--- src/rtl/uv_spi_txq_pk_pkg.sv ---
`default_nettype none
// ============================================================================
// Module      : uv_spi_txq_pk_pkg
// Description : Shared frame-size encodings, frames-per-word constants and
//               a helper that returns the last frame index for a frame size.
// Revision    : 1.0 - initial release
// ============================================================================
package uv_spi_txq_pk_pkg;

    // Frame-size encodings; 2'd3 behaves as a full word
    localparam logic [1:0] UV_SPI_FRM_Q = 2'd0;
    localparam logic [1:0] UV_SPI_FRM_H = 2'd1;
    localparam logic [1:0] UV_SPI_FRM_W = 2'd2;

    // Frames per bus word for each frame size
    localparam int UV_SPI_FPW_Q = 4;
    localparam int UV_SPI_FPW_H = 2;
    localparam int UV_SPI_FPW_W = 1;

    typedef logic [1:0] fidx_t;

    // Index of the final frame in a word for the given frame size
    function automatic fidx_t frm_last(input logic [1:0] sz);
        case (sz)
            UV_SPI_FRM_Q: return fidx_t'(UV_SPI_FPW_Q - 1);
            UV_SPI_FRM_H: return fidx_t'(UV_SPI_FPW_H - 1);
            default:      return fidx_t'(UV_SPI_FPW_W - 1);
        endcase
    endfunction

endpackage
`default_nettype wire

--- src/rtl/uv_spi_txq_pk_if.sv ---
`default_nettype none
// ============================================================================
// Module      : uv_spi_txq_pk_if
// Description : Register-side enqueue, shifter-side dequeue, configuration
//               and status signals of the SPI TX queue.
// Revision    : 1.0 - initial release
// ============================================================================
interface uv_spi_txq_pk_if #(
    parameter int QUE_AW = 3,
    parameter int QUE_DW = 32
);
    logic                enq_rdy;
    logic                enq_vld;
    logic [QUE_DW-1:0]   enq_dat;
    logic                deq_rdy;
    logic                deq_vld;
    logic [QUE_DW-1:0]   deq_dat;
    logic [1:0]          frm_sz;
    logic                msb_fst;
    logic                que_clr;
    logic [QUE_AW:0]     que_thr;
    logic [QUE_AW:0]     que_len;
    logic                thr_irq;
    logic                ovf_err;
    logic                udf_err;

    // Queue side
    modport slave (
        input  enq_vld, enq_dat, deq_vld, frm_sz, msb_fst, que_clr, que_thr,
        output enq_rdy, deq_rdy, deq_dat, que_len, thr_irq, ovf_err, udf_err
    );

    // Controller / shifter side
    modport master (
        output enq_vld, enq_dat, deq_vld, frm_sz, msb_fst, que_clr, que_thr,
        input  enq_rdy, deq_rdy, deq_dat, que_len, thr_irq, ovf_err, udf_err
    );
endinterface
`default_nettype wire

--- src/rtl/uv_spi_txq_pk_unpk.sv ---
`default_nettype none
// ============================================================================
// Module      : uv_spi_txq_unpk
// Description : Frame unpacker. Selects the current frame of the head word
//               (right-aligned, zero-extended) and tracks the frame index.
//               Raises word_pop_o when the last frame of the word is popped.
// Revision    : 1.0 - initial release
// ============================================================================
module uv_spi_txq_unpk
    import uv_spi_txq_pk_pkg::*;
#(
    parameter int QUE_DW = 32
) (
    input  wire logic              clk,
    input  wire logic              rst_n,
    input  wire logic [QUE_DW-1:0] word_i,
    input  wire logic [1:0]        frm_sz_i,
    input  wire logic              msb_fst_i,
    input  wire logic              pop_i,
    input  wire logic              clr_i,
    output logic      [QUE_DW-1:0] deq_dat_o,
    output logic                   word_pop_o
);
    localparam int QW = QUE_DW / 4;
    localparam int HW = QUE_DW / 2;

    logic [1:0] frm_sz_q;
    fidx_t      fidx_q;
    fidx_t      fidx_d;
    logic       w_last;

    assign w_last     = (fidx_q == frm_last(frm_sz_q));
    assign word_pop_o = pop_i && w_last;

    // Next frame index: flush or size change restarts at frame 0
    always_comb begin
        fidx_d = fidx_q;
        if (clr_i || (frm_sz_i != frm_sz_q)) begin
            fidx_d = '0;
        end else if (pop_i) begin
            fidx_d = w_last ? '0 : fidx_q + 1'b1;
        end
    end

    // Frame index and registered frame size
    always_ff @(posedge clk or negedge rst_n) begin
        if (!rst_n) begin
            fidx_q   <= '0;
            frm_sz_q <= UV_SPI_FRM_Q;
        end else begin
            fidx_q   <= fidx_d;
            frm_sz_q <= frm_sz_i;
        end
    end

    // Frame mux; MSB-first order reverses the slot (F-1-k)
    always_comb begin
        logic [1:0] w_qs;
        logic       w_hs;
        deq_dat_o = '0;
        w_qs      = msb_fst_i ? ~fidx_q : fidx_q;
        w_hs      = msb_fst_i ? ~fidx_q[0] : fidx_q[0];
        case (frm_sz_q)
            UV_SPI_FRM_Q: deq_dat_o[QW-1:0] = word_i[int'(w_qs) * QW +: QW];
            UV_SPI_FRM_H: deq_dat_o[HW-1:0] = word_i[int'(w_hs) * HW +: HW];
            default:      deq_dat_o         = word_i;
        endcase
    end

endmodule
`default_nettype wire

--- src/rtl/uv_spi_txq_pk.sv ---
`default_nettype none
// ============================================================================
// Module      : uv_spi_txq_pk
// Description : SPI TX queue with internal word storage, first-word-fall-
//               through read, run-time frame size / frame order, low-
//               watermark interrupt and length reporting.
//               Optional sticky overflow/underflow flags: UV_SPI_TXQ_ERR_EN.
// Revision    : 1.0 - initial release
// ============================================================================
module uv_spi_txq_pk
    import uv_spi_txq_pk_pkg::*;
#(
    parameter int QUE_AW = 3,
    parameter int QUE_DP = 2**QUE_AW,
    parameter int QUE_DW = 32
) (
    input  wire logic       clk,
    input  wire logic       rst_n,
    uv_spi_txq_pk_if.slave  txq
);
    logic [QUE_DW-1:0] mem_q [QUE_DP];
    logic [QUE_AW:0]   wr_ptr_q, wr_ptr_d;
    logic [QUE_AW:0]   rd_ptr_q, rd_ptr_d;
    logic [QUE_AW:0]   que_len_d;
    logic              thr_irq_q;
    logic              w_wr_en;
    logic              w_pop;
    logic              w_word_pop;
    logic [QUE_DW-1:0] w_head;

    // Length falls out of the pointer difference; the extra MSB separates full from empty
    assign txq.que_len = wr_ptr_q - rd_ptr_q;
    assign txq.enq_rdy = (txq.que_len != (QUE_AW+1)'(QUE_DP));
    assign txq.deq_rdy = (txq.que_len != '0);
    assign txq.thr_irq = thr_irq_q;

    assign w_wr_en = txq.enq_vld && txq.enq_rdy && !txq.que_clr;
    assign w_pop   = txq.deq_vld && txq.deq_rdy;
    // Empty queue presents zero rather than stale storage
    assign w_head  = txq.deq_rdy ? mem_q[rd_ptr_q[QUE_AW-1:0]] : '0;

    uv_spi_txq_unpk #(
        .QUE_DW (QUE_DW)
    ) u_unpk (
        .clk        (clk),
        .rst_n      (rst_n),
        .word_i     (w_head),
        .frm_sz_i   (txq.frm_sz),
        .msb_fst_i  (txq.msb_fst),
        .pop_i      (w_pop),
        .clr_i      (txq.que_clr),
        .deq_dat_o  (txq.deq_dat),
        .word_pop_o (w_word_pop)
    );

    // Next pointers; flush dominates write and pop
    always_comb begin
        wr_ptr_d = wr_ptr_q;
        rd_ptr_d = rd_ptr_q;
        if (txq.que_clr) begin
            wr_ptr_d = '0;
            rd_ptr_d = '0;
        end else begin
            if (w_wr_en)    wr_ptr_d = wr_ptr_q + 1'b1;
            if (w_word_pop) rd_ptr_d = rd_ptr_q + 1'b1;
        end
    end

    assign que_len_d = wr_ptr_d - rd_ptr_d;

    // Pointers and watermark flag; flag tracks next-state length so it aligns with que_len
    always_ff @(posedge clk or negedge rst_n) begin
        if (!rst_n) begin
            wr_ptr_q  <= '0;
            rd_ptr_q  <= '0;
            thr_irq_q <= 1'b1;
        end else begin
            wr_ptr_q  <= wr_ptr_d;
            rd_ptr_q  <= rd_ptr_d;
            thr_irq_q <= (que_len_d <= txq.que_thr);
        end
    end

    // Word storage, intentionally not reset
    always_ff @(posedge clk) begin
        if (w_wr_en) mem_q[wr_ptr_q[QUE_AW-1:0]] <= txq.enq_dat;
    end

`ifdef UV_SPI_TXQ_ERR_EN
    logic ovf_err_q;
    logic udf_err_q;

    // Sticky error flags, cleared only by flush
    always_ff @(posedge clk or negedge rst_n) begin
        if (!rst_n) begin
            ovf_err_q <= 1'b0;
            udf_err_q <= 1'b0;
        end else if (txq.que_clr) begin
            ovf_err_q <= 1'b0;
            udf_err_q <= 1'b0;
        end else begin
            if (txq.enq_vld && !txq.enq_rdy) ovf_err_q <= 1'b1;
            if (txq.deq_vld && !txq.deq_rdy) udf_err_q <= 1'b1;
        end
    end

    assign txq.ovf_err = ovf_err_q;
    assign txq.udf_err = udf_err_q;
`else
    assign txq.ovf_err = 1'b0;
    assign txq.udf_err = 1'b0;
`endif

endmodule
`default_nettype wire

--- src/flat_wrapper.sv ---
// flat-port wrapper written by rule: the top's interface ports become plain ports
module uv_spi_txq_pk_flat import uv_spi_txq_pk_pkg::*;
#(
    parameter int QUE_AW = 3,
    parameter int QUE_DP = 2**QUE_AW,
    parameter int QUE_DW = 32
)
  (clk, rst_n, txq_enq_vld, txq_enq_dat, txq_deq_vld, txq_frm_sz, txq_msb_fst, txq_que_clr, txq_que_thr, txq_enq_rdy, txq_deq_rdy, txq_deq_dat, txq_que_len, txq_thr_irq, txq_ovf_err, txq_udf_err);
  uv_spi_txq_pk_if #(.QUE_AW(QUE_AW), .QUE_DW(QUE_DW)) txq_i ();
  input  wire logic clk;
  input  wire logic rst_n;
  input wire logic [$bits(txq_i.enq_vld)-1:0] txq_enq_vld;
  input wire logic [$bits(txq_i.enq_dat)-1:0] txq_enq_dat;
  input wire logic [$bits(txq_i.deq_vld)-1:0] txq_deq_vld;
  input wire logic [$bits(txq_i.frm_sz)-1:0] txq_frm_sz;
  input wire logic [$bits(txq_i.msb_fst)-1:0] txq_msb_fst;
  input wire logic [$bits(txq_i.que_clr)-1:0] txq_que_clr;
  input wire logic [$bits(txq_i.que_thr)-1:0] txq_que_thr;
  output wire logic [$bits(txq_i.enq_rdy)-1:0] txq_enq_rdy;
  output wire logic [$bits(txq_i.deq_rdy)-1:0] txq_deq_rdy;
  output wire logic [$bits(txq_i.deq_dat)-1:0] txq_deq_dat;
  output wire logic [$bits(txq_i.que_len)-1:0] txq_que_len;
  output wire logic [$bits(txq_i.thr_irq)-1:0] txq_thr_irq;
  output wire logic [$bits(txq_i.ovf_err)-1:0] txq_ovf_err;
  output wire logic [$bits(txq_i.udf_err)-1:0] txq_udf_err;
  assign txq_i.enq_vld = txq_enq_vld;
  assign txq_i.enq_dat = txq_enq_dat;
  assign txq_i.deq_vld = txq_deq_vld;
  assign txq_i.frm_sz = txq_frm_sz;
  assign txq_i.msb_fst = txq_msb_fst;
  assign txq_i.que_clr = txq_que_clr;
  assign txq_i.que_thr = txq_que_thr;
  assign txq_enq_rdy = txq_i.enq_rdy;
  assign txq_deq_rdy = txq_i.deq_rdy;
  assign txq_deq_dat = txq_i.deq_dat;
  assign txq_que_len = txq_i.que_len;
  assign txq_thr_irq = txq_i.thr_irq;
  assign txq_ovf_err = txq_i.ovf_err;
  assign txq_udf_err = txq_i.udf_err;
  uv_spi_txq_pk #(.QUE_AW(QUE_AW), .QUE_DP(QUE_DP), .QUE_DW(QUE_DW)) u_core (.clk(clk), .rst_n(rst_n), .txq(txq_i));
endmodule
--- config.mk ---
export PLATFORM = sky130hd
export DESIGN_NAME = uv_spi_txq_pk_flat
export DESIGN_NICKNAME = d
export VERILOG_FILES = /design/src/rtl/uv_spi_txq_pk_pkg.sv /design/src/rtl/uv_spi_txq_pk_if.sv /design/src/rtl/uv_spi_txq_pk_unpk.sv /design/src/rtl/uv_spi_txq_pk.sv /design/src/flat_wrapper.sv
export SDC_FILE = /design/constraint.sdc
export NUM_CORES = 1
export LEC_CHECK = 0
export ABC_AREA = 1
export CORE_UTILIZATION = 55
export DETAILED_ROUTE_END_ITERATION = 10
export PLACE_DENSITY = 0.75
export SKIP_CTS_REPAIR_TIMING = 1
export SYNTH_ARGS = -nofsm -noshare
export SYNTH_HDL_FRONTEND = slang
export SYNTH_SLANG_ARGS = --single-unit
--- constraint.sdc ---
create_clock -name clk -period 14.4 [get_ports clk]
set_clock_uncertainty 0.05 [all_clocks]
set_input_delay 1.44 -clock clk [delete_from_list [all_inputs] [get_ports clk]]
set_output_delay 1.44 -clock clk [all_outputs]
set_load 0.005 [all_outputs]
==> impl_results.md <==
- GRT Overall Usage: 26.7%
- First-pass GRT wire length: 45300 um
- Setup TNS: 0 ps
- Die H: 150 um
- Max_slew headroom: 24.3%
- Die Width: 150 um
- Yosys cell types: 35
- Fmax: 0.175 GHz
- CTS Buf Count: 28
- Yosys top cell area share: 63.7%
- Min-Delay Path Depth: 1
- I/O pin cnt: 85
- Area contributors post-synth: edfxtp_1 (64%), nand2_1 (15%), nand3_1 (6.7%)
- Register area share after synthesis: 66.5%
- VDD IR max: 0.107 mV
- CTS tree: yes
- Inserted Diodes: 0
- Crit path capture: txq_deq_dat[6]
- Class of the worst hold path: register to register
- Critical Path Fanout Max: 69
- Crit path DAT: 4230 ps
- Final GP Congestion: 0.805
- Worst Reg-to-Reg Cells: 24
- Yosys reg bits: 269
- Final instance area: 14000 um^2
- Share of layout cells above drive strength 1: 7.78%
- Drt wl/cell: 19.1 um
- Initial Util: 56.7%
- Reg2reg end: u_core.txq.thr_irq
- Root buffer cell: clkbuf_16
- CP required: 12910 ps
- Logic pwr share: 27.6%
- Final core utilization: 65.9%
- Fin crit share: 39.7%
- Syn Inst Count: 1157
- Int Pwr: 1.55 mW
- Final min period: 5720 ps
- Setup Viol. Count Final: 0
- PortBufs: 82
- Final Non-Filler Cells: 1522
- Mapped cell area: 12100 um^2
- Slew Viols, Final: 0
- Crit Path Class: register to output port
- Pwr dens: 161 nW/um^2
- Synthesis-to-layout area growth: 16.4%
- Fin nets: 1283
- Largest net degree at the start of global routing: 101
- Core footprint: 21300 um^2
- Initial DRC Count: 885
- Worst Hold Slack: 584 ps
- Placed insts: 1470
- Max H-tree Level: 1
- Startpoint types: register
- Site Rows: 53
- 1st-pass router iterations: 8
- Area post-placement: 13100 um^2
- Final HPWL DP: 16400 um
- Clock Sinks: 269
- Net switching power: 703 uW
- Total wire length: 29100 um
- Post-DRT Antenna Nets: 0
- Vias per cell: 5.72
- Status: finished, final reports clean
- XOR/XNOR share of the synthesized area: 0.498%
- Clock-pin transition on the worst setup and hold timing paths: 60 ps
- Clk pwr share: 32.1%
- Largest family of logic cells by synthesized area: simple AND/OR/NAND/NOR gates
- Simple-gate share of the synthesized area: 25.0%
- Multiplexer share of the synthesized area: 0%
- Avg Inst Size Synth: 10.4 um^2
- Max Root-Sink Buffers: 3
- Switching power as a share of total power: 31.1%
- Max-Cap Viols: 0
- Worst Tran Pin Value: 1130 ps
- Worst-Skew Late Latency: 530 ps
- Synth warnings: 0
- Post-Synth Adder-Cell Area: 1.58%
- Area of the die: 22500 um^2
- Reg2reg setup slack: 9510 ps
- Critical Path End Type: output port
- Drt drc: 0
- Reg2reg start: u_core.rd_ptr_q[0]
- Total leakage power: 5.44 nW
- Vias: 8711
- Synth Area in Compound Gates: 2.63%
- Initial antenna violation count: 0
- Vias in the first global route: 8203
- Synth area leader: edfxtp_1
- Critical Path Source: u_core.rd_ptr_q[0]
- GRT Residual Overflow: 0
- Final-report hold violation count: 0
- RSZ-0062 raised after global routing: no
- Seq pwr share: 40.3%
## power groups by stage
| stage | registers (mW) | logic (mW) | clock network [mW] |
|---|---|---|---|
| 6_report | 0.910 | 0.623 | 0.724 |
| 5_1_grt | 0.913 | 0.686 | 0.761 |
| 4_1_cts | 0.910 | 0.621 | 0.730 |
| 3_5_place_dp | 0.926 | 0.615 | 0 |
| 3_3_place_gp | 0.925 | 0.603 | 0 |
| 2_1_floorplan | 0.921 | 0.378 | 0 |
## per-layer routing
| layer | up-vias | part of all wire (%) | track usage, % |
|---|---|---|---|
| met5 | - | 0 | 0 |
| met3 | 70 | 8.7 | 4.18 |
| met1 | 4136 | 41 | 37.0 |
| li1 | 4078 | - | - |
| met2 | 427 | 48 | 43.3 |
| met4 | 0 | 2.7 | 8.79 |
## flip-flops by register name, indices dropped and copies added (netlist names)
| name | flops |
|---|---|
| u_core.wr_ptr_q | 4 |
| u_core.u_unpk.fidx_q | 2 |
| u_core.u_unpk.frm_sz_q | 2 |
| u_core.mem_q | 256 |
| u_core.txq.thr_irq | 1 |
| u_core.rd_ptr_q | 4 |
## worst min path at each step
stage | slack, ps | end | from
final | 580 | u_core.u_unpk.fidx_q[1] | u_core.u_unpk.fidx_q[1]
after global routing | 590 | u_core.u_unpk.fidx_q[1] | u_core.u_unpk.fidx_q[1]
after CTS | 570 | u_core.u_unpk.fidx_q[1] | u_core.u_unpk.fidx_q[1]
after detailed placement | 560 | u_core.u_unpk.fidx_q[1] | u_core.u_unpk.fidx_q[1]
after global placement | 550 | u_core.u_unpk.fidx_q[1] | u_core.u_unpk.fidx_q[1]
after floorplan | 520 | u_core.wr_ptr_q[2] | u_core.wr_ptr_q[2]
## cell usage after synthesis
| library cell | number |
|---|---|
| buf_2 | 33 |
| nor2_4 | 1 |
| o21ai_1 | 11 |
| conb_1 | 1 |
| buf_4 | 10 |
| dfstp_2 | 1 |
| ha_1 | 12 |
| fa_1 | 2 |
| dfrtp_1 | 12 |
| buf_1 | 1 |
| nor3_1 | 3 |
| or2_1 | 1 |
| a21oi_1 | 23 |
| xor2_2 | 1 |
| nand3_4 | 1 |
| inv_1 | 27 |
| xnor2_1 | 1 |
| nand4_1 | 3 |
| nand3_2 | 17 |
| o211a_1 | 2 |
| clkbuf_1 | 17 |
| inv_2 | 6 |
| xor2_1 | 4 |
| buf_6 | 2 |
| o21ai_0 | 18 |
| o21bai_1 | 1 |
| clkinv_1 | 2 |
| nor2_2 | 2 |
| edfxtp_1 | 256 |
| a31oi_1 | 1 |
| a211oi_1 | 2 |
| nor2_1 | 41 |
| nand2_1 | 480 |
| o211ai_1 | 1 |
| nand3_1 | 161 |
## worst max-delay path: stages (launching register included)
cell,delay [ps]
dfrtp_4,640
clkinv_2,710
buf_4,700
nand2_1,120
nand3_1,110
nand2_1,70
nand2_1,60
nand3_1,150
nand2_1,130
nand2_1,70
nand2_1,70
nand2_1,50
o21ai_1,260
clkdlybuf4s50_1,560
## cell usage in the layout (no fill, tap or decap), types with 17 or more instances in the layout
cell             count
clkdlybuf4s50_1     82
nor2_1              34
buf_4               18
o21ai_0             18
inv_1               27
a21oi_1             23
nand3_2             17
nand3_1            161
nand2_1            480
clkbuf_16           29
edfxtp_1           256
## layout make-up
type | count | area, um^2
fillers | 1603 | 7250
clock inverters | 21 | 206
repair buffers | 100 | 956
flip-flops and latches | 269 | 8020
inverters | 35 | 133
clock buffers | 31 | 733
multi-input cells | 791 | 3640
well taps | 275 | 344
## stage by stage
| stage | worst slack (ps) | total power [mW] |
|---|---|---|
| final | 8680 | 2.26 |
| after global routing | 8400 | 2.36 |
| after CTS | 8660 | 2.26 |
| after detailed placement | 9150 | 1.54 |
| after global placement | 9180 | 1.53 |
| after floorplan | 9660 | 1.30 |
## logic make-up (layout without fill, tap and decap cells)
logic type | Yosys count | in the layout
and+or+nand+nor | 710 | 710
DFF | 269 | 269
buffers and inverters | 98 | 187
AOI/OAI and AO/OA | 59 | 59
adders and majority gates | 14 | 14
xor gates and xnor gates | 6 | 6
other | 1 | 2
(Power assumes the default switching activity.)
